--- src/rtl/counter_pkg.sv ---
// Shared encodings for the counter limit behaviour.
// No logic, no latency, no flow control.
// Imported by the step logic and the top level.
package counter_pkg;

    localparam int MODE_WRAP = 0;
    localparam int MODE_SAT  = 1;

endpackage

--- src/rtl/updown_step.sv ---
// Next-count, carry and borrow for one enabled step of the up/down counter.
// Purely combinational, zero latency.
// No handshake: the result is consumed by the caller's register.
module updown_step
    import counter_pkg::*;
#(
    parameter int WIDTH    = 10,
    parameter int SAT_MODE = MODE_WRAP
) (
    input  logic [WIDTH-1:0] cur,
    input  logic             up,
    input  logic [WIDTH-1:0] max_val,
    output logic [WIDTH-1:0] nxt,
    output logic             cout,
    output logic             bout
);

    localparam bit SAT = (SAT_MODE == MODE_SAT);

    always_comb begin
        nxt  = cur;
        cout = 1'b0;
        bout = 1'b0;
        if (up) begin
            if (cur >= max_val) begin
                cout = 1'b1;
                nxt  = SAT ? max_val : '0;
            end else begin
                nxt = cur + WIDTH'(1);
            end
        end else begin
            if (cur == '0) begin
                bout = 1'b1;
                nxt  = SAT ? '0 : max_val;
            end else if (cur > max_val) begin
                // Limit lowered below the count: clamp quietly rather than borrow.
                nxt = max_val;
            end else begin
                nxt = cur - WIDTH'(1);
            end
        end
    end

endmodule

--- src/rtl/loadable_updown_counter.sv ---
// Loadable up/down counter with run-time upper limit, wrap/saturate and sticky flags.
// Out, Cout and Bout update one cycle after the qualifying edge; AtMax/AtZero are combinational.
// No backpressure: Load and En are sampled every cycle, Load taking priority.
module loadable_updown_counter
    import counter_pkg::*;
#(
    parameter int          WIDTH    = 10,
    parameter int          SAT_MODE = MODE_WRAP,
    parameter int unsigned RST_VAL  = 0
) (
    input  logic             Clk,
    input  logic             Rst,
    input  logic             En,
    input  logic             D,
    input  logic             Load,
    input  logic [WIDTH-1:0] LoadVal,
    input  logic [WIDTH-1:0] Max,
    input  logic             ClrFlags,
    output logic [WIDTH-1:0] Out,
    output logic             AtMax,
    output logic             AtZero,
    output logic             Cout,
    output logic             Bout,
    output logic             Ovf,
    output logic             Unf
);

    localparam logic [WIDTH-1:0] RST_OUT = WIDTH'(RST_VAL);

    logic [WIDTH-1:0] out_q, out_d;
    logic             cout_q, cout_d;
    logic             bout_q, bout_d;
    logic             ovf_q, ovf_d;
    logic             unf_q, unf_d;

    logic [WIDTH-1:0] step_nxt;
    logic             step_cout;
    logic             step_bout;

    updown_step #(
        .WIDTH    (WIDTH),
        .SAT_MODE (SAT_MODE)
    ) u_step (
        .cur     (out_q),
        .up      (D),
        .max_val (Max),
        .nxt     (step_nxt),
        .cout    (step_cout),
        .bout    (step_bout)
    );

    always_comb begin
        out_d  = out_q;
        cout_d = 1'b0;
        bout_d = 1'b0;
        if (Load) begin
            out_d = (LoadVal > Max) ? Max : LoadVal;
        end else if (En) begin
            out_d  = step_nxt;
            cout_d = step_cout;
            bout_d = step_bout;
        end
        // A set event on the same edge as a clear keeps the flag high.
        ovf_d = (ovf_q & ~ClrFlags) | cout_d;
        unf_d = (unf_q & ~ClrFlags) | bout_d;
    end

    always_ff @(posedge Clk or posedge Rst) begin
        if (Rst) begin
            out_q  <= RST_OUT;
            cout_q <= 1'b0;
            bout_q <= 1'b0;
            ovf_q  <= 1'b0;
            unf_q  <= 1'b0;
        end else begin
            out_q  <= out_d;
            cout_q <= cout_d;
            bout_q <= bout_d;
            ovf_q  <= ovf_d;
            unf_q  <= unf_d;
        end
    end

    assign Out    = out_q;
    assign Cout   = cout_q;
    assign Bout   = bout_q;
    assign Ovf    = ovf_q;
    assign Unf    = unf_q;
    assign AtMax  = (out_q >= Max);
    assign AtZero = (out_q == '0);

endmodule

--- config.mk ---
export PLATFORM = sky130hd
export DESIGN_NAME = loadable_updown_counter
export DESIGN_NICKNAME = d
export VERILOG_FILES = /design/src/rtl/counter_pkg.sv /design/src/rtl/updown_step.sv /design/src/rtl/loadable_updown_counter.sv
export SDC_FILE = /design/constraint.sdc
export NUM_CORES = 1
export LEC_CHECK = 0
export ABC_CLOCK_PERIOD_IN_PS = 6250
export CORE_MARGIN = 2
export CORE_UTILIZATION = 26
export DETAILED_ROUTE_END_ITERATION = 8
export GPL_TIMING_DRIVEN = 0
export PLACE_DENSITY = 0.56
export SLEW_MARGIN = 40
export SYNTH_ARGS = -nofsm -noshare
export SYNTH_HDL_FRONTEND = slang
export SYNTH_SLANG_ARGS = --single-unit
--- constraint.sdc ---
create_clock -name Clk -period 6.25 [get_ports Clk]
set_clock_uncertainty 0.05 [all_clocks]
set_input_delay 1.25 -clock Clk [delete_from_list [all_inputs] [get_ports Clk]]
set_output_delay 1.25 -clock Clk [all_outputs]
set_load 0.05 [all_outputs]
==> summary.txt <==
Run status
  • Status: complete, no violations

Timing
  • Peak Freq: 186 MHz
  • RSZ-0062 raised after global routing: false
  • Tcrit/Tclk final: 86.1%
  • Fin. max-slew vios: 0
  • Slew @ Worst Pin: 0.671 ns
  • Worst slew margin: 55.2%
  • Final hold vios: 0
  • Setup TNS: 0 ns
  • Min Tclk post-route: 5.38 ns
  • Final setup vio count: 0

Finish
  • Commonest non-fill, non-tap cells in the layout: clkdlybuf4s50_1 (41), ha_1 (23), nand2_1 (21)
  • Diode count: 0
  • Core Util, Final: 35.5%
  • Fill cell count: 709
  • Fin area: 2410 sq um
  • Leading cell type in the layout, fill and taps excluded: clkdlybuf4s50_1
  • Area grow syn2layout: 32.0%
  • NumNets Final: 318
  • Non-Filler Instances: 364
  • Share of layout cells above drive strength 1: 5.97%

CTS
  • Post-CTS setup buffers: 0
  • H-tree Lvls: 1
  • Max Buffers Root-to-Sink: 2
  • Clk slew on worst S/H paths: 0.07 ns
  • CTS tree: built
  • Clock Latency Late Sink: 0.26 ns
  • CTS buffer count: 3
  • # resized after CTS: 0
  • Clock sinks: 14
  • Hold-fix buffers at CTS: 0
  • Root Buffer: clkbuf_8

Floorplanning
  • Die width: 87.9 um
  • I/O Pins: 42
  • Die height: 87.9 um
  • Core Area: 6790 sq um
  • Starting Density: 26.9%
  • Die area: 7720 sq um
  • Site Rows: 30

Setup path
  • Worst R2R Setup Slack: 3.37 ns
  • Data arrival, critical path: 4.08 ns
  • Setup CP Type: in2out
  • Crit. End Element: output port
  • Required time of the worst setup path: 4.95 ns
  • CP Launch Type: input pin
  • CP max FO: 5
  • Crit path launch: Max[7]
  • CP endpoint: AtMax
  • FF-to-FF End: Out[5]$_DFFE_PP0P_
  • R2R cell count: 7
  • Start of the worst register-to-register path: Out[7]$_DFFE_PP0P_

Global routing
  • Initial antenna violation count: 0
  • Vias in the first global route: 1,798
  • Largest net degree at the start of global routing: 15
  • GRT Util Overall: 15.6%
  • Overflow after GRT: 0
  • Global-route wire length before repair: 9.33 mm

Synthesis
  • Post-synth EDFFs: 0
  • Area leader, netlist: dfrtp_1
  • Top_reg_cell synth: dfrtp_1
  • Yosys reg bits: 14
  • Syn_area_per_cell: 8.20 sq um
  • Post-synthesis cell count: 223
  • Top post-synthesis cells by area: dfrtp_1 (19%), ha_1 (16%), mux2i_1 (5.5%)
  • Sequential-to-total area share from yosys stat: 19.2%
  • Post-synth top area share: 19.2%
  • Asr flop ratio synth: 100%
  • Synth Warn #: 0
  • Post-synthesis net count: 272
  • Synth unique cells: 50
  • Post-synthesis cell area: 1830 sq um

Route
  • Number of remaining DRC errors: 0
  • Drt first pass iters: 4
  • Routed length per instance: 16.1 um
  • Vias per cell: 5.16
  • Via count of the routed design: 1,878
  • Post-DRT Antenna Nets: 0
  • Routed WL: 5.88 mm
  • Drt first-iter violations: 108

Place
  • PortBufs: 41
  • Dpl cell area: 2360 sq um
  • RePlAce Congestion: 0.887
  • Detailed Place HPWL: 4.56 mm
  • Post-Place Cells: 360

Job
  • Max-Cap Viols: 0

Power and ir drop
  • Total power: 0.522 mW
  • P_leak: 1.06 nW
  • Pwr/cell area: 216 nW/um^2
  • Max VDD drop: 0.0000886 V

Hold path
  • Hold WC Path Type: reg2reg
[how the worst min path moves through the flow]
stage,start,endpoint,cells after the start
final,Ovf$_DFF_PP0_,Ovf$_DFF_PP0_,1
after detailed placement,Unf$_DFF_PP0_,Unf$_DFF_PP0_,1
after global placement,Ovf$_DFF_PP0_,Ovf$_DFF_PP0_,1
after floorplan,Unf$_DFF_PP0_,Unf$_DFF_PP0_,1
after global routing,Ovf$_DFF_PP0_,Ovf$_DFF_PP0_,1
after CTS,Ovf$_DFF_PP0_,Ovf$_DFF_PP0_,1
[layout make-up]
cell class	count	area, sq um	share of cell area (%)
inverters	18	67.6	2.80
multi-input cells	180	1350	56.0
plain buffers	11	58.8	2.44
repair buffers	41	410	17.0
well taps	96	120	4.98
clock buffers	4	55.1	2.28
flip-flops and latches	14	350	14.5
[report_power, final]
group | switching, mW | internal, mW | leakage (nW) | total (mW)
clock network | 0.0432 | 0.0562 | 0.0288 | 0.0994
logic | 0.181 | 0.115 | 0.857 | 0.297
registers | 0.0222 | 0.103 | 0.169 | 0.125
[per-layer routing]
layer / vias to the layer above / GRT usage [%] / share of wire [%]
li1: 937 / - / -
met5: - / 0 / 0
met1: 875 / 22.4 / 49
met3: 7 / 3.20 / 6.4
met2: 59 / 24.3 / 44
met4: 0 / 2.94 / 0.70
[kinds of logic (layout without fill, tap and decap cells)]
family	after synthesis	count (layout)	share of synthesized area (%)
simple gates	76	76	21.7
xor+xnor	12	12	5.75
compound gates	58	58	24.6
mux	11	11	6.09
buf+inv	29	74	6.91
flops	14	14	19.2
fa+ha+maj	23	23	15.7
[state kept, by name, indices dropped and copies added (netlist names)]
name / cells
Out: 10
Bout: 1
Cout: 1
Ovf: 1
Unf: 1
[cell usage after synthesis, types with 6 or more instances]
| cell type | number |
|---|---|
| ha_1 | 23 |
| nand2_1 | 21 |
| inv_1 | 18 |
| nor2_1 | 18 |
| dfrtp_1 | 14 |
| a21oi_1 | 10 |
| a221oi_1 | 10 |
| mux2i_1 | 10 |
| xor2_1 | 9 |
| a211oi_1 | 8 |
| clkbuf_1 | 7 |
| nand4_1 | 7 |
| nand3_1 | 6 |
[metrics by stage]
step	setup WS, ns	hold WS, ns
after floorplan	2.09	0.754
after global placement	0.868	0.416
after detailed placement	0.892	0.415
after CTS	0.869	0.439
after global routing	0.721	0.467
final	0.866	0.436
[worst max-delay path: stages]
cell and delay [ns]:
clkdlybuf4s50_1 0.51, inv_1 0.08, ha_1 0.33, a211oi_1 0.25, nor2_1 0.10, a2111oi_2 0.66
nand2_1 0.16, clkdlybuf4s50_1 0.74
Power figures use the tool's default switching activity.
